`src/rtl/clock_div_multi.sv`:
```
// Multi-channel programmable divider: per-channel tick and square wave with
// glitch-free shadowed divisor reload, plus a scan counter stepped by channel 0.
module clock_div_multi #(
    parameter int unsigned          NCH     = 2,
    parameter int unsigned          CNT_W   = 32,
    parameter int unsigned          SEL_W   = 1,
    parameter int unsigned          SCAN_W  = 2,
    parameter logic [NCH*CNT_W-1:0] DEF_DIV = {32'd14, 32'd49_999}
) (
    input  logic              clk,
    input  logic              clr_n,
    input  logic              restart,
    input  logic [NCH-1:0]    en,
    input  logic              cfg_we,
    input  logic [SEL_W-1:0]  cfg_sel,
    input  logic [CNT_W-1:0]  cfg_div,
    output logic [NCH-1:0]    cfg_pend,
    output logic [NCH-1:0]    tick,
    output logic [NCH-1:0]    wave,
    output logic [SCAN_W-1:0] s
);

    logic [CNT_W-1:0]  cnt_q    [NCH];
    logic [CNT_W-1:0]  cnt_d    [NCH];
    logic [CNT_W-1:0]  active_q [NCH];
    logic [CNT_W-1:0]  active_d [NCH];
    logic [CNT_W-1:0]  shadow_q [NCH];
    logic [CNT_W-1:0]  shadow_d [NCH];
    logic [NCH-1:0]    pend_q, pend_d;
    logic [NCH-1:0]    tick_q, tick_d;
    logic [NCH-1:0]    wave_q, wave_d;
    logic [NCH-1:0]    wr_hit;
    logic [SCAN_W-1:0] s_q, s_d;

    // An out-of-range cfg_sel matches no channel, so the write is dropped.
    always_comb begin
        wr_hit = '0;
        for (int unsigned i = 0; i < NCH; i++) begin
            wr_hit[i] = cfg_we && (32'(cfg_sel) == i);
        end
    end

    always_comb begin
        pend_d = pend_q;
        tick_d = '0;
        wave_d = wave_q;
        for (int unsigned i = 0; i < NCH; i++) begin
            cnt_d[i]    = cnt_q[i];
            active_d[i] = active_q[i];
            shadow_d[i] = wr_hit[i] ? cfg_div : shadow_q[i];
            pend_d[i]   = pend_q[i] | wr_hit[i];
            if (restart) begin
                cnt_d[i]  = '0;
                wave_d[i] = 1'b0;
            end else if (en[i]) begin
                if (cnt_q[i] == active_q[i]) begin
                    cnt_d[i]  = '0;
                    tick_d[i] = 1'b1;
                    wave_d[i] = ~wave_q[i];
                    // A write landing on TC stays pending; active takes the older shadow.
                    if (pend_q[i]) begin
                        active_d[i] = shadow_q[i];
                        pend_d[i]   = wr_hit[i];
                    end
                end else begin
                    cnt_d[i] = cnt_q[i] + 1'b1;
                end
            end else if (pend_q[i]) begin
                active_d[i] = shadow_q[i];
                cnt_d[i]    = '0;
                pend_d[i]   = wr_hit[i];
            end
        end
        if (restart) begin
            s_d = '0;
        end else if (tick_d[0]) begin
            s_d = s_q + 1'b1;
        end else begin
            s_d = s_q;
        end
    end

    always_ff @(posedge clk or negedge clr_n) begin
        if (!clr_n) begin
            for (int unsigned i = 0; i < NCH; i++) begin
                cnt_q[i]    <= '0;
                active_q[i] <= DEF_DIV[i*CNT_W +: CNT_W];
                shadow_q[i] <= DEF_DIV[i*CNT_W +: CNT_W];
            end
            pend_q <= '0;
            tick_q <= '0;
            wave_q <= '0;
            s_q    <= '0;
        end else begin
            for (int unsigned i = 0; i < NCH; i++) begin
                cnt_q[i]    <= cnt_d[i];
                active_q[i] <= active_d[i];
                shadow_q[i] <= shadow_d[i];
            end
            pend_q <= pend_d;
            tick_q <= tick_d;
            wave_q <= wave_d;
            s_q    <= s_d;
        end
    end

    assign cfg_pend = pend_q;
    assign tick     = tick_q;
    assign wave     = wave_q;
    assign s        = s_q;

endmodule

```
`config.mk`:
```
export PLATFORM = sky130hd
export DESIGN_NAME = clock_div_multi
export DESIGN_NICKNAME = d
export VERILOG_FILES = /design/src/rtl/clock_div_multi.sv
export SDC_FILE = /design/constraint.sdc
export NUM_CORES = 1
export LEC_CHECK = 0
export CORE_AREA = 8 8 132 134
export CTS_CLUSTER_DIAMETER = 150
export CTS_CLUSTER_SIZE = 28
export DETAILED_ROUTE_END_ITERATION = 10
export DIE_AREA = 0 0 140 142
export DONT_BUFFER_PORTS = 1
export PLACE_DENSITY = 0.79
export SLEW_MARGIN = 20
export SYNTH_ARGS = -nofsm -noshare
export SYNTH_HDL_FRONTEND = slang
export SYNTH_SLANG_ARGS = --single-unit
```
`constraint.sdc`:
```
create_clock -name clk -period 3.45 [get_ports clk]
set_clock_uncertainty 0.05 [all_clocks]
set_input_delay 0.69 -clock clk [delete_from_list [all_inputs] [get_ports clk]]
set_output_delay 0.69 -clock clk [all_outputs]
set_load 0.1 [all_outputs]
```
# == Word level (Yosys, flattened, before mapping) ==
# Index checks and enable logic that the tools add are counted.
# op_classes
n_addsub,3
n_bitwise,6
n_eq_ne,4
muxes,36
n_reduce_logical,13
# op_table
cell,count
$mux W32,14
$add A32 B1 Y32 const B,2
$eq A32 B32 Y1,2
$mux W1,20
$reduce_bool A2 Y1,5
$reduce_and A2 Y1,4
$reduce_bool A3 Y1,2
$mux W2,2
$ne A2 B1 Y1 const B,2
$not A1 Y1,4
$add A2 B1 Y2 const B,1
$logic_and A1 B1 Y1,2
$or A1 B1 Y1,2
# word_totals
input_bits,39
out_inout_bits,8
word_cells,73
reg_bits,200

# == Depth between registers and ports, before layout ==
# Gate-level depths: netlist of the first run.
# logic_depth
depth_word,7
depth_mapped,8
mapped_depth_nobuf,7

# == Worst setup path after synthesis of the first run ==
# No wires, ideal clock.
# synth_path
path_kind,register to register
startpoint,"register pend_q[1], in the netlist cfg_pend[1]"
endpoint,register cnt_q[16] (netlist name)
slack_ns,1.070
period_less_slack_ns,2.380
setup_ns,0.135
path_buffers,0
stages_incl_launch_ff,6
required_ns,3.265
arrival_time_ns,2.195
path_cell_list,dfrtp_1 > nor3_1 > or4b_1 > nor3_1 > xnor2_1 > nor2_1
# synth_between
elab_chain_cells,1
# synth_rtl
element,line,rtl
start: declaration,29,"logic [NCH-1:0] pend_q, pend_d;"
start signal: assignment,100,pend_q <= pend_d;
$reduce_bool A3 Y1 (no source line),--,
end signal: indexed assignment,96,cnt_q[i] <= cnt_d[i];
end: declaration,23,logic [CNT_W-1:0] cnt_q [NCH];
# No other way between the ends.
# A chain may end at the register's enable or synchronous reset.

# == Worst setup path after layout of the first run ==
# layout_path
startpoint,register cnt_q[55] (netlist name)
endpoint,register active_q[36] (netlist name)
# layout_between
elab_chain_cells,3
# layout_rtl
element,line,rtl
$eq A32 B32 Y1,56,if (cnt_q[i] == active_q[i]) begin
$ne A2 B1 Y1 (no source line),--,
$reduce_and A2 Y1 (no source line),--,
end signal: indexed assignment,87,active_q[i] <= DEF_DIV[i*CNT_W +: CNT_W];
end signal: indexed assignment,97,active_q[i] <= active_d[i];
end: declaration,25,logic [CNT_W-1:0] active_q [NCH];
# No other way between the ends.

==> flow_metrics.tcl, run 1 <==
set metrics [dict create \
    synthFlopType "dfrtp_1" \
    synthTopCellsByCount "176 x dfrtp_1, 71 x mux2_2, 67 x xnor2_1" \
    p_sw_mw 1.52 \
    die_w_um 140 \
    maxCapViolations 0 \
    syn2layout_area_growth_pct 6.49 \
    wire_per_inst_um 21.4 \
    synth_edf_count 0 \
    status "complete, but fails checks" \
    netlist_area_mm2 0.00968 \
    hpwl_um 14800 \
    ys_types 56 \
    fin_cells 983 \
    syn_nets 834 \
    row_count 46 \
    synthArstFlopShare_pct 100 \
    syn-mean-instance-area_um2 12.2 \
    finalSetupViolCount 0 \
    required_ps 3720 \
    clock.fmax_mhz 337 \
    ios 47 \
    layout_setup_ws_ps 486 \
    fin_crit_sh_pct 85.9 \
    yosysTopAreaCell "dfrtp_1" \
    post_cts_buffers 0 \
    worst_hold_slack_ps -106 \
    worstSkewPairLatency_ps 440 \
    failed_checks "negative hold slack" \
    io_buffers 0 \
    yosys-top-cells-area "dfrtp_1 45%, mux2_4 9.3%, mux2_2 8.3%" \
    clk_pin_slew_ps 70 \
    viasPerCell 6.29 \
    dp_cells 951 \
    grt_use_total_pct 22.0 \
    synth_cells 793 \
    rsz0062_at_grt "false" \
    clkPwrFrac_pct 31.3 \
    detail-route-antenna-nets 0 \
    finalSetupTns_ps 0 \
    comb_power_share_pct 16.7 \
    post-place-ws_ps 567 \
    power.density_mw_per_mm2 575 \
    path_max_fanout 32 \
    grt_pass1_wl_um 34000 \
    dr.pass1.iters 7 \
    yosys_warnings 0 \
    cts.htree.levels 4 \
    relSlewSlack_pct 32.9 \
    initial_utilization_pct 62.8 \
    drt-total-wl_um 21000 \
    irDropWorstVdd_mv 0.426 \
    seq_area_frac_synth_pct 52.0 \
    drtIter0Drc 576 \
    place.gp.congestion 0.924 \
    cts_tree "built" \
    clockRootBuffer "clkbuf_16" \
    p_int_mw 4.41 \
    yosys_register_bits 200 \
    power_frac_seq_pct 52.0 \
    drive_gt1_share_pct 26.3 \
    leakage_nw 4.37 \
    end_kind "flip-flop" \
    fin_util_pct 66.8 \
    cts_max_path_buffers 2 \
    core-area_mm2 0.0154 \
    worst-setup-path-type "flip-flop to flip-flop" \
    report.final.hold_viol_count 176 \
    hold_class "input pin to async pin" \
    ctsResizeCount 0 \
    final_nets 819 \
    drc 0 \
    grt_pass1_vias 6263 \
    drv_slew 0 \
    vias 6184 \
    worstPathArrival_ps 3230 \
    cp-start-kind "flip-flop" \
    synth_top_area_share_pct 45.5 \
    antenna_found_initial 0 \
    diodes 0 \
    cts_sinks 200 \
    die_area_mm2 0.0199 \
    yosysMostFrequentCell "dfrtp_1" \
    die_h_um 142 \
    cts_buffers 17 \
    worst_pin_slew_ps 1010 \
    nFillCells 1126 \
    swShare_pct 25.7 \
    post-route-min-period_ps 2960 \
    grt_max_degree 201 \
    grt.overflow.total 0 \
]
-- path summary, 6_finish.rpt --
kind	start	endpoint	slack (ps)	depth (start not counted)
worst min register to register	shadow_q[31]$_DFFE_PN0P_	shadow_q[31]$_DFFE_PN0P_	460	1
worst max register to register	cnt_q[55]$_DFFE_PN0P_	active_q[36]$_DFFE_PN0P_	490	6
max in group asynchronous	clr_n	shadow_q[3]$_DFFE_PN1P_	3010	0
worst max-delay path	cnt_q[55]$_DFFE_PN0P_	active_q[36]$_DFFE_PN0P_	490	6
min in group clk	restart	tick[0]$_DFF_PN0_	270	1
worst min-delay path	clr_n	cnt_q[19]$_DFFE_PN0P_	-110	0
-- registers in the layout, summed over array words and instances (netlist names) --
register,count
active_q,64
cnt_q,64
shadow_q,64
cfg_pend,2
s,2
tick,2
wave,2
-- per-stage QoR --
step	cell area (µm²)	power, mW
after floorplan	9680	3.84
after global placement	9760	4.04
after detailed placement	9760	4.10
after CTS	10300	5.95
after global routing	10300	6.15
final	10300	5.93
-- cell type report --
| class | count | area [µm²] | share of cell area, % |
|---|---|---|---|
| Clock inverter | 6 | 41.3 | 0.400 |
| Clock buffer | 26 | 509 | 4.94 |
| Sequential cell | 200 | 5030 | 48.8 |
| Inverter | 7 | 26.3 | 0.255 |
| Timing Repair Buffer | 7 | 52.6 | 0.510 |
| Tap cell | 192 | 240 | 2.33 |
| Multi-Input combinational cell | 545 | 4410 | 42.7 |
-- layer usage --
metal,global-route usage [%],vias to the layer above,share of wire (%)
li1,-,2823,-
met1,28.4,3126,43
met2,34.4,196,47
met3,7.48,39,8.5
met4,7.43,0,1.8
met5,0,-,0
-- cell families (layout without fill, tap and decap cells) --
group | count (synthesis) | in the layout | synth area share [%]
and+or+nand+nor | 241 | 241 | 13.1
adders and majority gates | 2 | 2 | 0.258
DFF | 200 | 200 | 52.0
buffers and inverters | 48 | 46 | 2.77
xor gates and xnor gates | 73 | 73 | 6.60
AOI/OAI and AO/OA | 91 | 91 | 6.95
muxes | 138 | 138 | 18.3
-- worst max-delay path, stage by stage (launching register included) --
cell     delay (ps)
dfrtp_1         450
xnor2_1         260
nand4_1         110
nor4_1          570
nand2_1         190
a211o_2         750
mux2_4          450
-- cells in the final DEF, fill, tap and decap left out, types with 4 or more instances in the layout --
cell type / count
a21o_1: 8
a21oi_1: 15
a221o_1: 4
a22o_1: 10
and2_1: 5
and3_1: 12
buf_4: 7
clkbuf_1: 4
clkbuf_16: 17
clkbuf_8: 5
dfrtp_1: 176
dfstp_2: 24
inv_1: 7
mux2_2: 71
mux2_4: 60
mux2i_1: 7
nand2_1: 61
nand2b_1: 4
nand3_1: 53
nand4_1: 32
nor2_1: 35
nor2b_1: 5
nor3_1: 8
o21a_1: 5
o21ai_0: 11
o311ai_0: 19
or3_1: 4
xnor2_1: 67
xor2_1: 6
-- power groups by stage --
| stage | clock, mW | sequential, mW | combinational (mW) |
|---|---|---|---|
| final | 1.86 | 3.08 | 0.993 |
| after global routing | 1.97 | 3.12 | 1.06 |
| after CTS | 1.88 | 3.08 | 0.990 |
| after detailed placement | 0 | 3.12 | 0.978 |
| after global placement | 0 | 3.10 | 0.935 |
| after floorplan | 0 | 3.01 | 0.824 |
Note: power is estimated with default switching activity, not from simulation.
==> run 2: changes to the inputs <==
Settings changed: HOLD_SLACK_MARGIN set to 0.05, PLACE_DENSITY 0.79 to unset, PLACE_DENSITY_LB_ADDON set to 0.3.
==> run 2 against run 1 <==
Effect of this change: the flow still finishes with violations (negative hold slack); sequential cell count unchanged; core utilization up 0.41 points; via count up 0.71%; combinational power down 1%; first-iteration DRC count up 0.69%; sequential share of layout area down 0.30 points; non-clock buffer count up 2; sequential power about the same; setup slack better by 64 ps; wire length down 2.7%; die area unchanged; largest cell class unchanged.
==> flow_metrics.tcl, run 2 (synthesis gave the netlist of run 1 again) <==
set metrics [dict create \
    grt_pass1_vias 6187 \
    cts_buffers 17 \
    worst_pin_slew_ps 997 \
    status "complete, but fails checks" \
    initial_utilization_pct 62.8 \
    final_cell_mix "176 x dfrtp_1, 71 x mux2_2, 67 x xnor2_1, 61 x nand2_1, 60 x mux2_4" \
    final_nets 821 \
    wire_per_inst_um 20.8 \
    seqCellArea_mm2 0.00503 \
    viasPerCell 6.32 \
    relSlewSlack_pct 33.5 \
    post_cts_buffers 0 \
    post-place-ws_ps 574 \
    cts_tree "built" \
    finalSetupViolCount 0 \
    grt.overflow.total 0 \
    die_w_um 140 \
    antenna_found_initial 0 \
    worstSkewPairLatency_ps 440 \
    drv_slew 0 \
    cts_sinks 200 \
    path_max_fanout 32 \
    worst-setup-path-type "flip-flop to flip-flop" \
    hpwl_um 14600 \
    layout_setup_ws_ps 550 \
    worst_hold_slack_ps -104 \
    clockRootBuffer "clkbuf_16" \
    drt-total-wl_um 20500 \
    hold_class "input pin to async pin" \
    multi_input_area_mm2 0.00440 \
    cts.htree.levels 4 \
    leakage_nw 4.40 \
    diodes 0 \
    vias 6228 \
    cts_max_path_buffers 2 \
    end_kind "flip-flop" \
    power.density_mw_per_mm2 588 \
    layout_commonest_cell "dfrtp_1" \
    grt_pass1_wl_um 33400 \
    place.gp.congestion 0.967 \
    grt_max_degree 201 \
    cp-start-kind "flip-flop" \
    rsz0062_at_grt "false" \
    fin_cells 985 \
    top_regs "active_q: 64 flops, cnt_q: 64 flops, shadow_q: 64 flops" \
    ctsResizeCount 0 \
    core-area_mm2 0.0154 \
    required_ps 3720 \
    failed_checks "negative hold slack" \
    irDropWorstVdd_mv 0.418 \
    nFillCells 1097 \
    row_count 46 \
    maxCapViolations 0 \
    drive_gt1_share_pct 27.0 \
    clk_pin_slew_ps 80 \
    dr.pass1.iters 5 \
    syn2layout_area_growth_pct 7.15 \
    die_h_um 142 \
    drc 0 \
    report.final.hold_viol_count 176 \
    fin_crit_sh_pct 84.1 \
    ios 47 \
    finalSetupTns_ps 0 \
    dp_cells 953 \
    clock.fmax_mhz 345 \
    post-route-min-period_ps 2900 \
    die_area_mm2 0.0199 \
    drtIter0Drc 580 \
    detail-route-antenna-nets 0 \
    worstPathArrival_ps 3180 \
    grt_use_total_pct 21.7 \
    io_buffers 0 \
]
-- run 2: changes by cell type in the layout (fill, tap and decap cells not counted), sizes merged --
cell,delta
bufinv,+2
clkbuf,-9
inv,+9
clkinv,-3
clkinvlp,+1
buf,+2
-- run 2: report_power, final --
group          switching, mW  total, mW  internal, mW  leakage [nW]
clock                  0.935       2.04          1.10         0.297
sequential             0.314       3.08          2.77          2.48
combinational          0.359      0.982         0.622          1.62
-- run 2: through the flow --
step | hold WS (ps) | utilization (%) | cell area (µm²) | power (mW)
after floorplan | 344 | - | 9680 | 3.84
after global placement | 354 | 63.3 | 9770 | 4.04
after detailed placement | 354 | 63.3 | 9770 | 4.09
after CTS | -117 | 67.3 | 10400 | 6.13
after global routing | -133 | 67.3 | 10400 | 6.33
final | -104 | 67.3 | 10400 | 6.10
-- run 2: final timing paths --
kind / from / endpoint / slack (ps) / cells past startpoint
min in group clk: restart / tick[0]$_DFF_PN0_ / 270 / 1
max in group asynchronous: clr_n / shadow_q[3]$_DFFE_PN1P_ / 3170 / 0
min reg2reg: shadow_q[10]$_DFFE_PN0P_ / active_q[10]$_DFFE_PN0P_ / 450 / 1
max reg2reg: active_q[34]$_DFFE_PN1P_ / active_q[37]$_DFFE_PN0P_ / 550 / 6
max: active_q[34]$_DFFE_PN1P_ / active_q[37]$_DFFE_PN0P_ / 550 / 6
min: clr_n / active_q[26]$_DFFE_PN0P_ / -100 / 0
-- run 2: metal layers --
metal	track usage, %	share of wire (%)	vias up
li1	-	-	2824
met1	28.5	43	3170
met2	33.7	47	214
met3	7.51	9.5	20
met4	6.06	1.1	0
met5	0	0	-
-- run 2: critical path, stage by stage, from the launching register on --
cell,delay [ps]
dfstp_2,550
xnor2_1,130
nand4_1,120
nor4_1,520
nand2_1,210
a211o_2,740
mux2_4,440
-- run 2: cell type report --
type                       instances  area share, %
inverter                           7          0.253
sequential                       200           48.5
clock inverter                    15           1.72
timing repair buffer               9          0.651
clock buffer                      17           4.10
tap                              192           2.32
multi-input combinational        545           42.4
==> run 3: changes to the inputs <==
Settings changed: CORE_AREA 8 8 132 134 to 8 8 133 135, DIE_AREA 0 0 140 142 to 0 0 141 143.
Clock period 3.45 ns to 2.9 ns, I/O delays scaled along.
==> run 3 against run 2 <==
Effect of this change: the run still ends with negative hold slack left; core utilization down 0.12 points; fmax grew 4.6%; sequential power up 19%; via count increased by 0.75%; non-clock buffer count up 7; global-route usage increased by 0.28 points; sequential share of layout area fell by 0.45 points; critical path type unchanged.
==> flow_metrics.tcl, run 3 (synthesis gave the netlist of run 1 again) <==
set metrics [dict create \
    final_nets 828 \
    post-route-min-period_ps 2770 \
    hold_class "input pin to async pin" \
    cts.htree.levels 4 \
    layout_commonest_cell "dfrtp_1" \
    clk_pin_slew_ps 70 \
    fin_cells 1016 \
    r2r_start "cnt_q[57]$_DFFE_PN0P_" \
    viasPerCell 6.18 \
    ios 47 \
    final_cell_mix "176 x dfrtp_1, 71 x mux2_2, 66 x xnor2_1, 61 x nand2_1, 60 x mux2_4" \
    irDropWorstVdd_mv 0.529 \
    cp-start-kind "flip-flop" \
    nFillCells 1139 \
    clockRootBuffer "clkbuf_16" \
    path_max_fanout 32 \
    finalSetupTns_ps 0 \
    clock.fmax_mhz 361 \
    cts_tree "built" \
    place.gp.congestion 0.883 \
    report.final.hold_viol_count 176 \
    worst_pin_slew_ps 985 \
    grt_pass1_vias 6267 \
    required_ps 3170 \
    cts_sinks 200 \
    relSlewSlack_pct 34.3 \
    wire_per_inst_um 20.8 \
    io_buffers 0 \
    grt_pass1_wl_um 34300 \
    detail-route-antenna-nets 0 \
    die_h_um 143 \
    dp_cells 984 \
    crit_start "cnt_q[57]$_DFFE_PN0P_" \
    worstPathArrival_ps 3040 \
    end_kind "flip-flop" \
    fin_crit_sh_pct 95.6 \
    seqCellArea_mm2 0.00503 \
    dr.pass1.iters 5 \
    die_w_um 141 \
    syn2layout_area_growth_pct 8.15 \
    multi_input_area_mm2 0.00443 \
    finalSetupViolCount 0 \
    grt_max_degree 201 \
    row_count 46 \
    grt_use_total_pct 22.0 \
    worst_hold_slack_ps -204 \
    worst-setup-path-type "flip-flop to flip-flop" \
    grt.overflow.total 0 \
    drc 0 \
    cts_max_path_buffers 2 \
    leakage_nw 4.45 \
    hpwl_um 14700 \
    vias 6275 \
    drtIter0Drc 708 \
    antenna_found_initial 0 \
    top_regs "active_q: 64 flops, cnt_q: 64 flops, shadow_q: 64 flops" \
    diodes 0 \
    status "complete, but fails checks" \
    rsz0062_at_grt "false" \
    power.density_mw_per_mm2 685 \
    drt-total-wl_um 21100 \
    maxCapViolations 0 \
    failed_checks "negative hold slack" \
    worstSkewPairLatency_ps 440 \
    post_cts_buffers 0 \
    die_area_mm2 0.0202 \
    drive_gt1_share_pct 27.8 \
    drv_slew 0 \
    cts_buffers 17 \
    initial_utilization_pct 62.1 \
    core-area_mm2 0.0156 \
]
==> run 3: cell types whose count changed in the layout (fill, tap and decap cells not counted), moves of 2 or more <==
cell / delta
buf_4: +6
clkbuf_1: +2
inv_8: -3
clkbuf_8: +3
==> run 3: metal layers <==
metal | track usage (%) | vias up | wire length, µm
met3 | 6.44 | 28 | 1830
met4 | 7.01 | 0 | 280
met2 | 34.5 | 273 | 10000
li1 | - | 2844 | -
met1 | 29.0 | 3130 | 9000
met5 | 0 | - | 0
==> run 3: layout make-up <==
cell class,count,share of cell area (%)
clock buffers,22,4.53
repair buffers,16,1.27
flip-flops and latches,200,48.1
multi-input cells,545,42.3
clock inverters,10,1.03
well taps,216,2.58
inverters,7,0.251
==> run 3: metrics by stage <==
step	setup WS (ps)	utilization [%]	instance area, µm²	hold slack [ps]	total power, mW
global route	53.6	67.1	10500	-227	7.45
detailed placement	39.7	63.3	9870	245	4.86
floorplan	520	-	9680	234	4.56
finish	127	67.1	10500	-204	7.17
CTS	13.0	67.0	10400	-222	7.19
global placement	108	63.3	9870	245	4.80
==> run 3: critical path, cell delays in order, from the launching register on <==
cell     delay [ps]
dfrtp_1         460
xnor2_2         290
nand4_1         220
nor4_4          420
nand2_1         160
a211o_2         350
buf_4           300
mux2_4          370
==> run 3: worst paths after layout <==
kind,end,slack (ps),depth (start not counted)
max reg2reg,active_q[62]$_DFFE_PN0P_,130,7
max,active_q[62]$_DFFE_PN0P_,130,7
max in group asynchronous,active_q[41]$_DFFE_PN1P_,2640,0
min,cnt_q[30]$_DFFE_PN0P_,-200,0
min reg2reg,active_q[9]$_DFFE_PN0P_,450,1
min in group clk,tick[0]$_DFF_PN0_,160,1
==> run 3: power breakdown <==
part / switching (mW) / total (mW) / internal [mW]
Clock: 1.05 / 2.32 / 1.27
Sequential: 0.373 / 3.66 / 3.29
Combinational: 0.436 / 1.18 / 0.746
Total: 1.86 / 7.17 / 5.31
==> run 3: what timing repair did <==
item | CTS | global route
endpoints found under the setup margin | 0 | 37
gates resized for setup | 0 | 4
hold endpoints to repair | 200 | 194
==> edit (config.mk and constraints of run 3) <==
Put one more register stage on the output `s`, cleared by the reset. The value now appears one clock later. The other outputs are not delayed to match.
--- a/src/rtl/clock_div_multi.sv
+++ b/src/rtl/clock_div_multi.sv
@@ -107,7 +107,13 @@
     assign cfg_pend = pend_q;
     assign tick     = tick_q;
     assign wave     = wave_q;
-    assign s        = s_q;
+    always_ff @(posedge clk or negedge clr_n) begin
+        if (!clr_n) begin
+            s <= '0;
+        end else begin
+            s <= s_q;
+        end
+    end
 
 endmodule
 
Function: changed (Yosys sat finds a counterexample within 4 cycles, from zero or initial values).
==> edit against run 3 <==
The flow still finishes with violations (hold timing); sequential power rose by 1%; global-route usage is 1.3 points lower; die area unchanged; routed wire length is 2.5% lower; sequential share of layout area increased by 1.9 points; core utilization is 1.9 points lower; clock power shrank 30%; sequential cell count increased by 2; worst setup slack gained 75 ps; cell area is 2.9% lower; power shrank 9.5%; synthesized area shrank 0.28%; largest cell class unchanged.
==> edit: results <==
set metrics [dict create \
    status "finished, violations left" \
    violations "hold timing" \
    met3WireLength_um 1630 \
    clkTransAtPathRegs_ps 110 \
    hold_class "input pin to asynchronous set/reset pin" \
    synth-seq-area-share 0.527 \
    cts_max_path_buffers 3 \
    num_vias 6079 \
    leakage_nw 4.30 \
    count_of_routing_violations_after_the_opening_detailed_route_iteration 426 \
    design.final.nets 822 \
    place.gp.congestion 0.932 \
    ff2ff_setup_slack_ps 200 \
    critical_path_peak_fanout 32 \
    final_layout_size_suffix_gt1_frac 0.251 \
    final_hold_viol_count 178 \
    grt_first_pass_wirelength_um 33000 \
    timing.rr.end "active_q[39]" \
    timing.critical_path.arrival_ps 3000 \
    layout.cells.non_filler 1000 \
    synthesis.area_per_instance_um2 12.1 \
    r2r_cells 6 \
    top_signal_layer_used "met4" \
    worst_r2r_startpoint "cnt_q[56]" \
    area_of_placed_instances_mm2 0.00985 \
    grt_start_max_net_pins 203 \
    drt-total-wl_um 20600 \
    synth_common_cells "sky130_fd_sc_hd__dfrtp_1 (178), sky130_fd_sc_hd__xnor2_1 (70), sky130_fd_sc_hd__mux2_2 (68)" \
    root_buffer "sky130_fd_sc_hd__clkbuf_16" \
    h_tree_level_count 1 \
    final.hold.worst_slack_ps -263 \
    nFillCells 1180 \
    grt_use_total 0.207 \
    max-vdd-ir-drop_v 0.000613 \
    netsw_mw 1.70 \
    dp_cells 984 \
    synth_top_cell_area_share 0.461 \
    met2WireLength_um 9440 \
    cells_taking_the_most_area_after_synthesis "sky130_fd_sc_hd__dfrtp_1 (46%), sky130_fd_sc_hd__mux2_4 (9.3%), sky130_fd_sc_hd__mux2_2 (7.9%), sky130_fd_sc_hd__dfstp_2 (6.5%), sky130_fd_sc_hd__xnor2_1 (6.3%)" \
    dp.final_hpwl_um 14800 \
    yosys.cell_types.count 56 \
    via_count_of_the_first_global_routing_pass 5922 \
    met1_length_um 9250 \
    clk_latency_ps 470 \
    max_slew.worst_pin.slew_ps 1050 \
    tritoncts.num_buffers 11 \
    synthesis.nets 837 \
    antenna_cells_inserted 0 \
]
-- edit: how the worst max path moves through the flow --
| stage | start | slack (ps) | endpoint | depth (start not counted) |
|---|---|---|---|---|
| 4_1_cts | cnt_q[56] | 210 | active_q[36] | 6 |
| 3_3_place_gp | cnt_q[3] | 350 | active_q[30] | 7 |
| 6_report | cnt_q[56] | 200 | active_q[39] | 6 |
| 5_1_grt | cnt_q[49] | 100 | active_q[39] | 6 |
| 2_1_floorplan | active_q[3] | 620 | active_q[10] | 7 |
| 3_5_place_dp | cnt_q[56] | 260 | active_q[55] | 6 |
-- edit: worst max-delay path, cell delays in order (launching register included) --
cell and delay [ps]:
sky130_fd_sc_hd__dfrtp_1 480, sky130_fd_sc_hd__xnor2_1 280, sky130_fd_sc_hd__nand4_1 160, sky130_fd_sc_hd__nor4_2 460
sky130_fd_sc_hd__nand2_2 170, sky130_fd_sc_hd__a211o_4 590, sky130_fd_sc_hd__mux2_4 370
-- edit: power groups by stage --
stage          Sequential (mW)  Combinational [mW]  Clock (mW)
6_report                  3.70                1.16        1.62
5_1_grt                   3.74                1.24        1.77
4_1_cts                   3.70                1.16        1.68
3_5_place_dp              3.75                1.15           0
3_3_place_gp              3.73                1.11           0
2_1_floorplan             3.61               0.970           0
-- edit: cell families (layout without fill, tap and decap cells) --
kind of cell,after synthesis,in the layout,share of synthesized area
simple gates,242,242,0.131
flops,202,202,0.527
mux,134,134,0.179
compound gates,87,87,0.0647
xor+xnor,78,78,0.0708
buf+inv,51,39,0.0255
fa+ha+maj,2,2,0.00259
-- edit: per-stage QoR --
stage	worst slack, ps	hold slack (ps)
4_1_cts	206	-277
5_1_grt	100	-292
2_1_floorplan	618	234
6_report	202	-263
3_5_place_dp	257	242
3_3_place_gp	352	245
-- edit: area by class of cell --
class / count / area [um2] / area share
timing repair buffer: 13 / 110 / 0.0108
tap: 216 / 270 / 0.0266
clock inverter: 1 / 30.0 / 0.00295
clock buffer: 15 / 290 / 0.0285
multi-input combinational: 543 / 4350 / 0.428
inverter: 10 / 37.5 / 0.00369
sequential: 202 / 5080 / 0.500
-- edit: layer usage --
metal	up-vias	track usage
li1	2800	-
met1	3077	0.292
met2	183	0.321
met3	19	0.0477
met4	0	0.0419
met5	-	0
